[config.mk]
export PLATFORM = sky130hd
export DESIGN_NAME = rf_wb_queue
export DESIGN_NICKNAME = d
export VERILOG_FILES = /design/src/rtl/rf_pkg.sv /design/src/rtl/rf_wb_match.sv /design/src/rtl/rf_wb_queue.sv
export SDC_FILE = /design/constraint.sdc
export NUM_CORES = 1
export LEC_CHECK = 0
export CAP_MARGIN = 20
export CELL_PAD_IN_SITES_DETAIL_PLACEMENT = 1
export CELL_PAD_IN_SITES_GLOBAL_PLACEMENT = 1
export CORE_MARGIN = 5
export CORE_UTILIZATION = 24
export DETAILED_ROUTE_END_ITERATION = 12
export PLACE_DENSITY = 0.59
export SLEW_MARGIN = 20
export SYNTH_ARGS = -nofsm -noshare
export SYNTH_HDL_FRONTEND = slang
export SYNTH_HIERARCHICAL = 1
export SYNTH_SLANG_ARGS = --single-unit
[constraint.sdc]
create_clock -name clk -period 2.8 [get_ports clk]
set_input_delay 0.7 -clock clk [delete_from_list [all_inputs] [get_ports clk]]
set_output_delay 0.7 -clock clk [all_outputs]
set_load 0.005 [all_outputs]
[src/rtl/rf_pkg.sv]
// Shared widths and the write-back queue entry type for the 8x16 register file.
package rf_pkg;

  localparam int unsigned RF_DATA_W = 16;
  localparam int unsigned RF_ADDR_W = 3;

  typedef struct packed {
    logic                 valid;
    logic [RF_ADDR_W-1:0] addr;
    logic [RF_DATA_W-1:0] data;
  } rf_wb_entry_t;

endpackage

[src/rtl/rf_wb_match.sv]
// Address search over the write-back queue entries; with RF_WB_FWD_EN defined it also returns
// the data of the youngest matching entry.
module rf_wb_match
  import rf_pkg::*;
#(
  parameter int unsigned DEPTH = 4,
  parameter int unsigned PTR_W = $clog2(DEPTH)
) (
  input  logic [DEPTH-1:0]     ent_valid,
  input  logic [RF_ADDR_W-1:0] ent_addr [DEPTH],
`ifdef RF_WB_FWD_EN
  input  logic [RF_DATA_W-1:0] ent_data [DEPTH],
  input  logic [PTR_W-1:0]     rd_ptr,
  output logic [RF_DATA_W-1:0] data,
`endif
  input  logic [RF_ADDR_W-1:0] addr,
  output logic                 hit
);

`ifdef RF_WB_FWD_EN
  // Walk oldest to youngest from the head so the last match seen is the youngest one.
  always_comb begin
    hit  = 1'b0;
    data = '0;
    for (int unsigned i = 0; i < DEPTH; i++) begin
      logic [PTR_W-1:0] idx;
      idx = rd_ptr + PTR_W'(i);
      if (ent_valid[idx] && (ent_addr[idx] == addr)) begin
        hit  = 1'b1;
        data = ent_data[idx];
      end
    end
  end
`else
  always_comb begin
    hit = 1'b0;
    for (int unsigned i = 0; i < DEPTH; i++) begin
      if (ent_valid[i] && (ent_addr[i] == addr)) begin
        hit = 1'b1;
      end
    end
  end
`endif

endmodule

[src/rtl/rf_wb_queue.sv]
// In-order write-back queue feeding the register file write port, with read-hazard lookup.
// Optional feature macro: RF_WB_FWD_EN adds rs_fwd/rt_fwd youngest-entry forwarding.
module rf_wb_queue
  import rf_pkg::*;
#(
  parameter int unsigned DATA_W = RF_DATA_W,
  parameter int unsigned ADDR_W = RF_ADDR_W,
  parameter int unsigned DEPTH  = 4
) (
  input  logic                     clk,
  input  logic                     rst,
  input  logic                     in_valid,
  output logic                     in_ready,
  input  logic [ADDR_W-1:0]        in_addr,
  input  logic [DATA_W-1:0]        in_data,
  input  logic                     drain_en,
  output logic                     wr_en,
  output logic [ADDR_W-1:0]        wr_addr,
  output logic [DATA_W-1:0]        wr_data,
  input  logic [ADDR_W-1:0]        rs_addr,
  input  logic [ADDR_W-1:0]        rt_addr,
  output logic                     rs_pend,
  output logic                     rt_pend,
`ifdef RF_WB_FWD_EN
  output logic [DATA_W-1:0]        rs_fwd,
  output logic [DATA_W-1:0]        rt_fwd,
`endif
  output logic [$clog2(DEPTH):0]   count,
  output logic                     full,
  output logic                     empty
);

  localparam int unsigned PtrW = $clog2(DEPTH);
  localparam int unsigned CntW = PtrW + 1;

  rf_wb_entry_t      entries_q [DEPTH];
  rf_wb_entry_t      entries_d [DEPTH];
  logic [PtrW-1:0]   rd_ptr_q, rd_ptr_d;
  logic [PtrW-1:0]   wr_ptr_q, wr_ptr_d;
  logic [CntW-1:0]   count_q, count_d;
  logic              full_q, full_d;
  logic              empty_q, empty_d;

  logic              push, pop;
  rf_wb_entry_t      head;

  // Full blocks a push even when a pop happens the same cycle: no fall-through.
  assign push = in_valid && !full_q;
  assign pop  = drain_en && !empty_q;
  assign head = entries_q[rd_ptr_q];

  always_comb begin
    entries_d = entries_q;
    rd_ptr_d  = rd_ptr_q;
    wr_ptr_d  = wr_ptr_q;
    count_d   = count_q;
    if (pop) begin
      entries_d[rd_ptr_q].valid = 1'b0;
      rd_ptr_d                  = rd_ptr_q + PtrW'(1);
    end
    if (push) begin
      entries_d[wr_ptr_q] = '{valid: 1'b1, addr: in_addr, data: in_data};
      wr_ptr_d            = wr_ptr_q + PtrW'(1);
    end
    unique case ({push, pop})
      2'b10:   count_d = count_q + CntW'(1);
      2'b01:   count_d = count_q - CntW'(1);
      default: count_d = count_q;
    endcase
    full_d  = (count_d == CntW'(DEPTH));
    empty_d = (count_d == '0);
  end

  always_ff @(posedge clk) begin
    if (rst) begin
      for (int unsigned i = 0; i < DEPTH; i++) begin
        entries_q[i] <= '0;
      end
      rd_ptr_q <= '0;
      wr_ptr_q <= '0;
      count_q  <= '0;
      full_q   <= 1'b0;
      empty_q  <= 1'b1;
    end else begin
      entries_q <= entries_d;
      rd_ptr_q  <= rd_ptr_d;
      wr_ptr_q  <= wr_ptr_d;
      count_q   <= count_d;
      full_q    <= full_d;
      empty_q   <= empty_d;
    end
  end

  assign in_ready = !full_q;
  assign full     = full_q;
  assign empty    = empty_q;
  assign count    = count_q;
  assign wr_en    = pop;
  assign wr_addr  = empty_q ? '0 : head.addr;
  assign wr_data  = empty_q ? '0 : head.data;

  // Lookup only sees stored entries, so a push in flight this cycle never raises pend.
  logic [DEPTH-1:0]     ent_valid;
  logic [RF_ADDR_W-1:0] ent_addr [DEPTH];
`ifdef RF_WB_FWD_EN
  logic [RF_DATA_W-1:0] ent_data [DEPTH];
`endif

  always_comb begin
    for (int unsigned i = 0; i < DEPTH; i++) begin
      ent_valid[i] = entries_q[i].valid;
      ent_addr[i]  = entries_q[i].addr;
`ifdef RF_WB_FWD_EN
      ent_data[i]  = entries_q[i].data;
`endif
    end
  end

  rf_wb_match #(
    .DEPTH (DEPTH)
  ) u_match_rs (
    .ent_valid (ent_valid),
    .ent_addr  (ent_addr),
`ifdef RF_WB_FWD_EN
    .ent_data  (ent_data),
    .rd_ptr    (rd_ptr_q),
    .data      (rs_fwd),
`endif
    .addr      (rs_addr),
    .hit       (rs_pend)
  );

  rf_wb_match #(
    .DEPTH (DEPTH)
  ) u_match_rt (
    .ent_valid (ent_valid),
    .ent_addr  (ent_addr),
`ifdef RF_WB_FWD_EN
    .ent_data  (ent_data),
    .rd_ptr    (rd_ptr_q),
    .data      (rt_fwd),
`endif
    .addr      (rt_addr),
    .hit       (rt_pend)
  );

endmodule

==> results of run 1 <==
logic make-up (layout without fill, tap and decap cells):
kind of cell               count (synthesis)  count (layout)  synth area share, %
DFF                                       89              89                41.99
adders and majority gates                 10              10                3.126
buffers and inverters                     50             106                6.547
xor gates and xnor gates                  28              28                5.780
muxes                                     22              22                10.88
and+or+nand+nor                          205             205                21.29
AOI/OAI and AO/OA                         87              87                10.38
cell usage after synthesis (all sizes together), types with 2 or more instances:
master | count | area share, %
dfxtp | 89 | 42
a21oi | 81 | 9.6
nand2 | 154 | 14
mux4 | 19 | 10
clkbuf | 19 | 1.9
xnor2 | 27 | 5.6
nor3b | 2 | 0.35
and3b | 4 | 0.83
nor2b | 21 | 3.1
nand3b | 4 | 0.71
ha | 9 | 2.7
o21ai | 5 | 0.59
inv | 11 | 0.97
nor2 | 7 | 0.62
buf | 20 | 3.7
nand4 | 10 | 1.5
mux2i | 3 | 0.71
final cells by class:
cell class	count	area, um^2
fillers	2022	11930
multi-input cells	352	2183
flip-flops and latches	89	1784
repair buffers	79	770.7
well taps	225	281.5
clock buffers	13	280.3
inverters	11	41.29
clock inverters	3	22.52
how the worst min path moves through the flow:
| stage | from | to | slack (ns) | cells past startpoint |
|---|---|---|---|---|
| detailed placement | entries_q[75]$_SDFFE_PP0P_ | entries_q[75]$_SDFFE_PP0P_ | 0.45 | 2 |
| finish | entries_q[45]$_SDFFE_PP0P_ | entries_q[45]$_SDFFE_PP0P_ | 0.45 | 2 |
| floorplan | entries_q[20]$_SDFFE_PP0P_ | entries_q[20]$_SDFFE_PP0P_ | 0.43 | 2 |
| global route | entries_q[75]$_SDFFE_PP0P_ | entries_q[75]$_SDFFE_PP0P_ | 0.47 | 2 |
| CTS | entries_q[75]$_SDFFE_PP0P_ | entries_q[75]$_SDFFE_PP0P_ | 0.46 | 2 |
| global placement | entries_q[35]$_SDFFE_PP0P_ | entries_q[35]$_SDFFE_PP0P_ | 0.44 | 2 |
power groups by stage:
stage / clock [mW] / sequential [mW] / combinational, mW
floorplan: 0 / 1.47 / 0.571
global placement: 0 / 1.49 / 0.951
detailed placement: 0 / 1.50 / 0.976
CTS: 1.24 / 1.47 / 0.975
global route: 1.29 / 1.48 / 1.05
finish: 1.20 / 1.47 / 0.949
sequential cells by signal, summed over array words and instances (netlist names):
register   cells
empty          1
ent_addr      12
rd_ptr_q       2
wr_ptr_q       2
count          3
ent_valid      4
full           1
entries_q     64
timing repair:
item | CTS | global route
endpoints found under the setup margin | 14 | 10
gates resized for setup | 7 | 1
pin swaps | 0 | 0
worst reg2reg max path, delay by kind of cell, from the launching register on:
family | cells | cell delay (ns)
flip-flops | 1 | 0.40
AND/OR/NAND/NOR | 2 | 0.70
buffers and inverters | 1 | 0.05
AO/OA/AOI/OAI | 1 | 0.13
adder cells (fa/ha/maj) | 2 | 0.60
XOR/XNOR | 1 | 0.16
layer usage:
metal / GRT usage [%] / part of all wire [%]
met1: 16.07 / 44
met2: 23.86 / 51
met3: 2.813 / 3.4
met4: 4.702 / 1.7
met5: 0 / 0
metrics by stage:
| step | setup TNS [ns] | std cells | worst slack, ns | power [mW] |
|---|---|---|---|---|
| 2_1_floorplan | 0 | 491 | 0.3271 | 2.040 |
| 6_report | 0 | 772 | 0.06297 | 3.616 |
| 4_1_cts | 0 | 772 | 0.006859 | 3.681 |
| 5_1_grt | -0.1113 | 772 | -0.03389 | 3.815 |
| 3_5_place_dp | -0.2599 | 756 | -0.1363 | 2.471 |
| 3_3_place_gp | -0.1224 | 756 | -0.06436 | 2.437 |
==> results, run 1 <==
- The analysis attributes to net switching a power of roughly 1.1 mW.
- Sequential elements use approximately two fifths of the synthesized area.
- The library cells used most frequently in the layout, excluding fill and tap cells, are 154 x sky130_fd_sc_hd__nand2_1, 87 x sky130_fd_sc_hd__dfxtp_1, 81 x sky130_fd_sc_hd__a21oi_1.
- The finished cells cover ~0.0054 mm^2.
- In the final layout, the share of cells above drive strength 1 is between 10% and 20%.
- The slowest stage of the critical path belongs to the cell sky130_fd_sc_hd__mux4_2.
- The actual slew at the worst max-slew pin is 0.6320 ns.
- The floorplan step defined a die boundary enclosing between 0.02 and 0.025 mm^2.
- Net switching is approximately 30% of the power.
- The end of the worst register-to-register path is empty$_SDFF_PP1_.
- Setup violations remaining at the end of the flow were counted as 0.
- The worst register-to-register path has a setup slack of roughly 0.67 ns.
- The leakage power is around 1.8 nW.
- Buffers inserted to repair hold after CTS numbered 0.
- The count of maximum capacitance violations is 0.
- The HPWL after detailed placement is about 9000 um.
- The sink count of the clock tree is 89.
- The number of buffers created by CTS is 9.
- The fraction of synthesis flops using an asynchronous set or reset pin is 0%.
- The worst setup path is launched from a register.
- CTS placed an instance of sky130_fd_sc_hd__clkbuf_16 at the clock tree root.
- The share of power burned in registers is 40.5%.
- The share of the cycle needed by the critical path after routing is about 98%.
- The global-route wire length before repair is between 20000 and 25000 um.
- The clock tree synthesis step divided the H-tree into 3 levels.
- The ratio of total power to cell area is between 600 and 700 mW/mm^2.
- The most used flip-flop cell after synthesis is sky130_fd_sc_hd__dfxtp_1.
- The placed cell area is 0.005066 mm^2.
- In this run the remaining antenna-violating nets after routing total 0.
- The total overflow left after global routing is 0.
- Wires add up to about 13000 um.
- Counting cells, the worst reg-to-reg path comes to 7.
- The global router's overall resource usage is 13.45%.
- Counting flops with a built-in enable in the synthesized netlist gives 0.
- The number of nets in the synthesized netlist is 530.
- The final-report max-slew violation count is 0.
- The launch point of the worst reg-to-reg path is full$_SDFF_PP0_.
- The mean post-synth cell area is between 8 and 9 um^2.
- After technology mapping, the gate count stands at a little under 500.
- For this run, the post-layout net count is approximately 580.
- Setup repair after global routing could not meet its margin everywhere.
- After detailed routing, the number of vias per cell comes to roughly 4.6.
- The maximum fanout along the worst path is 5.
- In this run the post-CTS setup repair buffer count came out at 0.
- The final routed wire length divided by cell count is between 15 and 20 um.
- For this run, the slowest stage of the critical path takes 0.52 ns.
- Entering global routing, the biggest net connects between 50 and 60 pins.
- The floorplan row count is 48.
- The total DRC errors in the routed layout is 0.
- The vertical extent of the die is ~140 um.
- The kind of path behind the tightest hold check is register to register.
- The clock period minus worst slack is approximately 2.7 ns.
- Broken down by cell family, the worst path's largest delay share belongs to buffers and inverters.
- The arrival time at the worst endpoint is 2.04 ns.
- The number of cells on the critical path is 4.
- The final route contains about 3600 vias.
- The hold violation total from the final report is 0.
- The count of routing violations after the opening detailed-route iteration is about 150.
- IR analysis of the VDD net gives a maximum drop of 0.2890 mV.
- Cells fill between 30% and 40% of the core in the end.
- The internal power of the cells totals between 2 and 3 mW.
- The number of detailed-route iterations in the first pass is 4.
- The netlist area before placement is between 0.004 and 0.005 mm^2.
- The final weighted congestion in routability-driven placement is around 0.76.
- The upper clock frequency limit is roughly 370 MHz.
- The most common library cell in the layout ignoring fill and taps is sky130_fd_sc_hd__nand2_1.
- For the worst-skew pair, the clock arrives at the later sink with an insertion delay of ~0.34 ns.
- The number of buffers and inverters on the critical path is 2.
- Buffers placed on the I/O ports in this run total 56.
- The via count of the first global-routing pass is 3890.
- The flow ran to the end, and the final reports show no timing, DRC or antenna violations.
- The clock-pin transition on the worst setup and hold timing paths is approximately 0.060 ns.
- The area growth from synthesis to layout is 26.42%.
- Traced cell by cell, the critical path runs through buf_4, mux4_2, nor2b_1, clkdlybuf4s50_1.
- The initial antenna violation count is 0.
- TritonCTS built the clock tree.
- On the final layout, the worst hold slack is 0.4533 ns.
- The effective utilization at floorplan is between 20% and 30%.
- The number of distinct standard cells referenced by the synthesized netlist is 29.
- The die width is ~140 um.
- The required time reported for the critical path endpoint is roughly 2.1 ns.
- The capturing element type of the critical path is an output pin.
- The launching element of the worst setup path is rd_ptr_q[0]$_SDFFE_PP0N_.
- In this run, the combinational gates consume about a quarter of the power.
- The Yosys step of the flow raised 6 warnings.
- The count of antenna diodes in the layout is 0.
- Per report_power, the clock group accounts for 33.2% of the total.
- In this run the deepest clock path goes through 2 buffers.
- Measured against its own limit, the worst slew margin works out to 57.87%.
- The end point of the critical path is wr_data[6].
- The final clock skew is between 0.006 and 0.007 ns.
- The total area inside the core boundary comes to 0.01730 mm^2.
- The critical path in this run is classified as register to output pin.
- The count of boundary I/O pins is between 50 and 60.
- The number of flip-flops and latches in the synthesized netlist is 89.
Power figures use the tool's default switching activity.
==> run 2, diff against run 1 <==
Settings changed: ABC_AREA set to 0, CAP_MARGIN 20 to unset, SKIP_CTS_REPAIR_TIMING set to 1.
==> run 2 against run 1 <==
  * Global-route usage unchanged
  * Clock-buffer cell count unchanged
  * Maximum frequency about the same
  * Flip-flop and latch count unchanged
  * Worst setup slack about the same
  * Sequential power about the same
  * Combinational power about the same
  * Largest power group unchanged
  * Largest cell class unchanged
  * Clock power about the same
==> results, run 2 (synthesis results as in run 1) <==
- The number of cell instances on the worst register-to-register path came to 7 (unchanged).
- The aggregate routed wire length is 13240 um (about the same).
- The relative slew slack is 57.87% (unchanged).
- The number of detailed-route iterations in the first pass is 4 (unchanged).
- The number of vias after detailed routing was 3547 (-0.31%).
- The number of buffers on the longest clock path was 2 (unchanged).
- The global router's overall resource usage came to 13.45% (unchanged).
- The vertical extent of the die is 143.0 um (unchanged).
- The die width is 143.0 um (unchanged).
- The count of boundary I/O pins was 57 (unchanged).
- The maximum number of pins on one net before global-route repair is 59 (unchanged).
- The setup TNS after final layout is 0 ns (unchanged).
- The ratio of total power to cell area is 671.6 mW/mm^2 (-0.36%).
- The fraction of layout cells with a size suffix above 1 is 11.15% (unchanged).
- The leakage power was 1.887 nW (+2.6%).
- Leaving out fill and tap cells, the most frequent cells in the layout are 154 x sky130_fd_sc_hd__nand2_1, 87 x sky130_fd_sc_hd__dfxtp_1, 81 x sky130_fd_sc_hd__a21oi_1.
- The required time reported for the critical path endpoint came to 2.10 ns (about the same).
- The maximum fanout along the worst path is 5 (unchanged).
- The final-report max-slew violation count came to 0 (unchanged).
- The share of the cycle needed by the critical path after routing is 97.76% (about the same).
- The run finished with clean final reports.
- The critical path class is register to output pin.
- The floorplan row count came to 48 (unchanged).
- The placed cell area is 0.005066 mm^2 (unchanged).
- The hold violation total from the final report came to 0 (unchanged).
- The power consumption is 3.618 mW (about the same).
- The count of antenna diodes in the layout is 0 (unchanged).
- The total of endpoints with negative setup slack in the final report is 0 (unchanged).
- The critical path startpoint category is a register.
- The actual slew at the worst max-slew pin was 0.6320 ns (unchanged).
- In this run the worst setup path terminates at wr_data[6].
- The count of maximum capacitance violations is 0 (unchanged).
- The final core utilization was 31.14% (+0.13 points).
- The total congestion overflow after global routing is 0 (unchanged).
- The number of input and output port buffers inserted is 56 (unchanged).
- The HPWL after detailed placement is 9004 um (unchanged).
- The sink count of the clock tree is 89 (unchanged).
- The CTS tree is done.
- The effective utilization at floorplan is 24.53% (unchanged).
- The total DRC errors in the routed layout came to 0 (unchanged).
- The register containing the most flip-flops in the final layout is entries_q.
- The upper clock frequency limit is 365.3 MHz (about the same).
- The setup slack of the most critical reg-to-reg path was 0.67 ns (about the same).
- The worst supply voltage drop on vdd was 0.2891 mV (about the same).
- The worst slack at placement came to -0.1363 ns (unchanged).
- The kind of path behind the tightest hold check is register to register.
- The area of the die is 0.02044 mm^2 (unchanged).
- The end of the worst register-to-register path is empty$_SDFF_PP1_.
- The clock-pin transition on the worst setup and hold timing paths is 0.06 ns (about the same).
- The number of buffers created by CTS is 9 (unchanged).
- The final worst setup slack is 0.06273 ns (-0.0002451 ns).
- In this run the clock root is driven by a sky130_fd_sc_hd__clkbuf_16.
- Setup repair after global routing could not meet its margin everywhere.
- The via count normalized by instance count is 4.595 (-0.31%).
- The global-route wire length before repair is 21180 um (unchanged).
- The via count of the first global-routing pass came to 3890 (unchanged).
- The launching element of the worst setup path is rd_ptr_q[0]$_SDFFE_PP0N_.
- The core area is 0.01730 mm^2 (unchanged).
- The area growth from synthesis to layout is 26.95%.
- The worst register-to-register path begins at full$_SDFF_PP0_.
- The final net count came to 581 (unchanged).
- The initial antenna violation count is 0 (unchanged).
- The number of nets still failing antenna checks after routing is 0 (unchanged).
- The capturing element type of the critical path is an output pin.
- The final routed wire length divided by cell count is 17.15 um (about the same).
- Leaving out fill and tap cells, the most frequent cell in the layout is sky130_fd_sc_hd__nand2_1.
- The number of flip-flops in the largest register was 64 (unchanged).
- The final weighted congestion in routability-driven placement was 0.7623 (unchanged).
- The post-route standard cell area excluding fillers is 0.005386 mm^2 (+0.42%).
- The count of routing violations after the opening detailed-route iteration is 148 (-3.9%).
- The clock latency of the later-clocked register in the worst-skew pair is 0.34 ns (about the same).
- The arrival time at the worst endpoint came to 2.04 ns (about the same).
- The H-tree depth is 3 (unchanged).
- The clock period minus worst slack is 2.737 ns (+0.0002451 ns).
- The final clock skew came to 0.006469 ns (unchanged).
==> run 2: area by class of cell <==
type | instances | area, um^2
fillers | 2027 | 11910
multi-input cells | 352 | 2183
flip-flops and latches | 89 | 1784
repair buffers | 79 | 793.3
well taps | 225 | 281.5
clock buffers | 13 | 280.3
inverters | 11 | 41.29
clock inverters | 3 | 22.52
==> run 2: stage by stage <==
stage | std cells | hold WS, ns
global placement | 756 | 0.4386
finish | 772 | 0.4533
global route | 772 | 0.4733
floorplan | 491 | 0.4315
detailed placement | 756 | 0.4488
CTS | 772 | 0.4582
==> run 2: critical path, stage by stage (launching register included) <==
cell and delay, ns:
sky130_fd_sc_hd__dfxtp_2 0.37, sky130_fd_sc_hd__buf_4 0.18, sky130_fd_sc_hd__mux4_2 0.52, sky130_fd_sc_hd__nor2b_1 0.16, sky130_fd_sc_hd__clkdlybuf4s50_1 0.46
==> run 2: per-layer routing <==
metal / GRT usage, % / routed length (um) / share of wire, %
met4: 4.702 / 226 / 1.7
met1: 16.07 / 5782 / 44
met5: 0 / 0 / 0
met3: 2.813 / 436 / 3.3
met2: 23.86 / 6794 / 51
==> run 2: worst min path at each step <==
stage                                             to  cells past startpoint                        from
after floorplan           entries_q[20]$_SDFFE_PP0P_                      2  entries_q[20]$_SDFFE_PP0P_
after global placement    entries_q[35]$_SDFFE_PP0P_                      2  entries_q[35]$_SDFFE_PP0P_
after detailed placement  entries_q[75]$_SDFFE_PP0P_                      2  entries_q[75]$_SDFFE_PP0P_
after CTS                 entries_q[75]$_SDFFE_PP0P_                      2  entries_q[75]$_SDFFE_PP0P_
after global routing      entries_q[75]$_SDFFE_PP0P_                      2  entries_q[75]$_SDFFE_PP0P_
final                     entries_q[45]$_SDFFE_PP0P_                      2  entries_q[45]$_SDFFE_PP0P_
==> run 2: power breakdown <==
part           internal, mW  total [mW]  switching (mW)
sequential             1.37        1.47          0.0927
combinational         0.471       0.952           0.480
clock                 0.701        1.20           0.499
total                  2.55        3.62            1.07
==> run 3, diff against run 2 <==
Settings changed: GPL_TIMING_DRIVEN set to 0.
==> run 3 against run 2 <==
  * Critical path depth is the same
  * Register-to-register slack lost 0.11 ns
  * Worst setup slack gained 0.0073 ns
  * Largest cell class unchanged
==> results, run 3 (synthesis results as in run 1) <==
- The run finished with clean final reports.
- The number of nets still failing antenna checks after routing is 0 (unchanged).
- The startpoint identified for the worst hold timing path is entries_q[11]$_SDFFE_PP0P_.
- The core area came to 0.01730 mm^2 (unchanged).
- The upper clock frequency limit is 366.3 MHz (+0.27%).
- The count of antenna diodes in the layout was 0 (unchanged).
- The area of the die came to 0.02044 mm^2 (unchanged).
- The number of flip-flops in the largest register is 64 (unchanged).
- The final-report max-slew violation count is 0 (unchanged).
- The terminating pin of the worst hold path is entries_q[11]$_SDFFE_PP0P_.
- The worst setup path is captured at an output pin.
- The ratio of total power to cell area came to 673.3 mW/mm^2 (+0.25%).
- The total DRC errors in the routed layout is 0 (unchanged).
- The hold violation total from the final report is 0 (unchanged).
- The clock period minus worst slack is 2.730 ns (-0.007268 ns).
- The final net count came to 589 (+1.4%).
- The relative slew slack is 43.93% (-14 points).
- The required time reported for the critical path endpoint is 2.10 ns (about the same).
- The total congestion overflow after global routing is 0 (unchanged).
- The final weighted congestion in routability-driven placement came to 0.7893 (+3.5%).
- The number of buffers on the longest clock path is 2 (unchanged).
- The placed instance count is 765 (+1.2%).
- Compared with the post-synthesis result, the final layout area differs by 25.95%.
- The cell sitting at the root of the clock tree is a sky130_fd_sc_hd__clkbuf_16.
- The count of routing violations after the opening detailed-route iteration is 159 (+7.4%).
- The via count normalized by instance count is 4.585 (-0.20%).
- The critical path startpoint category is a register.
- The die width was 143.0 um (unchanged).
- The share of the cycle needed by the critical path after routing was 97.50% (-0.26 points).
- The number of detailed-route iterations in the first pass is 4 (unchanged).
- The count of maximum capacitance violations is 0 (unchanged).
- The global router's overall resource usage is 13.90% (+0.46 points).
- The total of endpoints with negative setup slack in the final report is 0 (unchanged).
- The sink count of the clock tree is 89 (unchanged).
- The worst supply voltage drop on vdd is 0.3533 mV (+22%).
- The floorplan row count came to 48 (unchanged).
- The number of cell instances on the worst register-to-register path is 7 (unchanged).
- The number of input and output port buffers inserted was 49 (-13%).
- The register containing the most flip-flops in the final layout is entries_q.
- The actual slew at the worst max-slew pin was 0.8410 ns (+0.2090 ns).
- The leakage power was 1.885 nW (-0.11%).
- The HPWL after detailed placement is 9931 um (+10%).
- The critical path class is register to output pin.
- The maximum number of pins on one net before global-route repair came to 14 (-76%).
- The global-route wire length before repair came to 21700 um (+2.5%).
- The clock-pin transition on the worst setup and hold timing paths is 0.06 ns (about the same).
- The number of buffers created by CTS is 9 (unchanged).
- The power consumption is 3.598 mW (-0.54%).
- The final hold slack is 0.4522 ns (-0.001065 ns).
- The effective utilization at floorplan is 24.53% (unchanged).
- The setup slack of the most critical reg-to-reg path came to 0.56 ns (-0.11 ns).
- In the layout the commonest cells are 154 x sky130_fd_sc_hd__nand2_1, 87 x sky130_fd_sc_hd__dfxtp_1, 81 x sky130_fd_sc_hd__a21oi_1.
- Setup repair after global routing could not meet its margin everywhere.
- The final routed wire length divided by cell count is 18.05 um (+5.2%).
- The CTS tree is done.
- The final clock skew was 0.005219 ns (-0.001250 ns).
- The H-tree depth is 3 (unchanged).
- The count of boundary I/O pins was 57 (unchanged).
- The vertical extent of the die came to 143.0 um (unchanged).
- The aggregate routed wire length is 14060 um (+6.2%).
- The number of non-filler instances in the completed layout is 779 (+0.91%).
- The kind of path behind the tightest hold check is register to register.
- The arrival time at the worst endpoint is 2.03 ns (about the same).
- The initial antenna violation count is 0 (unchanged).
- The clock latency of the later-clocked register in the worst-skew pair is 0.34 ns (about the same).
- The most common library cell in the layout ignoring fill and taps is sky130_fd_sc_hd__nand2_1.
- The via count of the first global-routing pass came to 3749 (-3.6%).
- The fraction of layout cells with a size suffix above 1 is 11.37% (+0.22 points).
- In this run the critical register-to-register path is captured at full$_SDFF_PP0_.
- The number of vias after detailed routing came to 3572 (+0.70%).
- The worst register-to-register path begins at full$_SDFF_PP0_.
- The instance count along the most critical hold path is 2 (unchanged).
- The maximum fanout along the worst path is 10 (+5).
-- run 3: area by class of cell --
type	count	area [um^2]
repair buffers	49	503.0
plain buffers	38	260.3
flip-flops and latches	89	1789
clock inverters	4	45.04
fillers	2029	11950
inverters	11	41.29
multi-input cells	352	2191
well taps	225	281.5
clock buffers	11	232.7
-- run 3: critical path: stages, from the launching register on --
cell                              delay (ns)
sky130_fd_sc_hd__dfxtp_4                0.38
sky130_fd_sc_hd__buf_8                  0.18
sky130_fd_sc_hd__mux4_2                 0.53
sky130_fd_sc_hd__nor2b_1                0.15
sky130_fd_sc_hd__clkdlybuf4s50_1        0.45
-- run 3: worst max-delay path by stage --
stage	from	to	slack, ns	cells past startpoint
finish	rd_ptr_q[0]$_SDFFE_PP0N_	wr_data[11]	0.07	4
CTS	empty$_SDFF_PP1_	wr_data[5]	-0.33	4
floorplan	drain_en	empty$_SDFF_PP1_	0.33	8
global route	rd_ptr_q[1]$_SDFFE_PP0N_	wr_data[5]	-0.005	4
detailed placement	drain_en	empty$_SDFF_PP1_	-0.39	9
global placement	drain_en	empty$_SDFF_PP1_	-0.34	9
-- run 3: power by group --
group	switching, mW	internal, mW
Sequential	0.0963	1.37
Combinational	0.501	0.458
Clock	0.486	0.683
-- run 3: stage by stage --
stage	worst slack [ns]	cell area, um^2	setup TNS, ns	utilization (%)
after floorplan	0.3271	4243	0	-
after global placement	-0.3417	5015	-0.9375	28.99
after detailed placement	-0.3927	5015	-1.127	28.99
after CTS	-0.3329	5293	-3.437	30.60
after global routing	-0.004815	5344	-0.004815	30.90
final	0.07000	5344	0	30.90
-- run 3: layer usage --
| layer | up-vias | track usage, % | wire length (um) | share of wire, % |
|---|---|---|---|---|
| met3 | 9 | 2.311 | 372 | 2.6 |
| met2 | 43 | 23.19 | 6749 | 48 |
| met4 | 0 | 3.552 | 122 | 0.87 |
| li1 | 1739 | - | - | - |
| met5 | - | 0 | 0 | 0 |
| met1 | 1781 | 18.75 | 6815 | 48 |
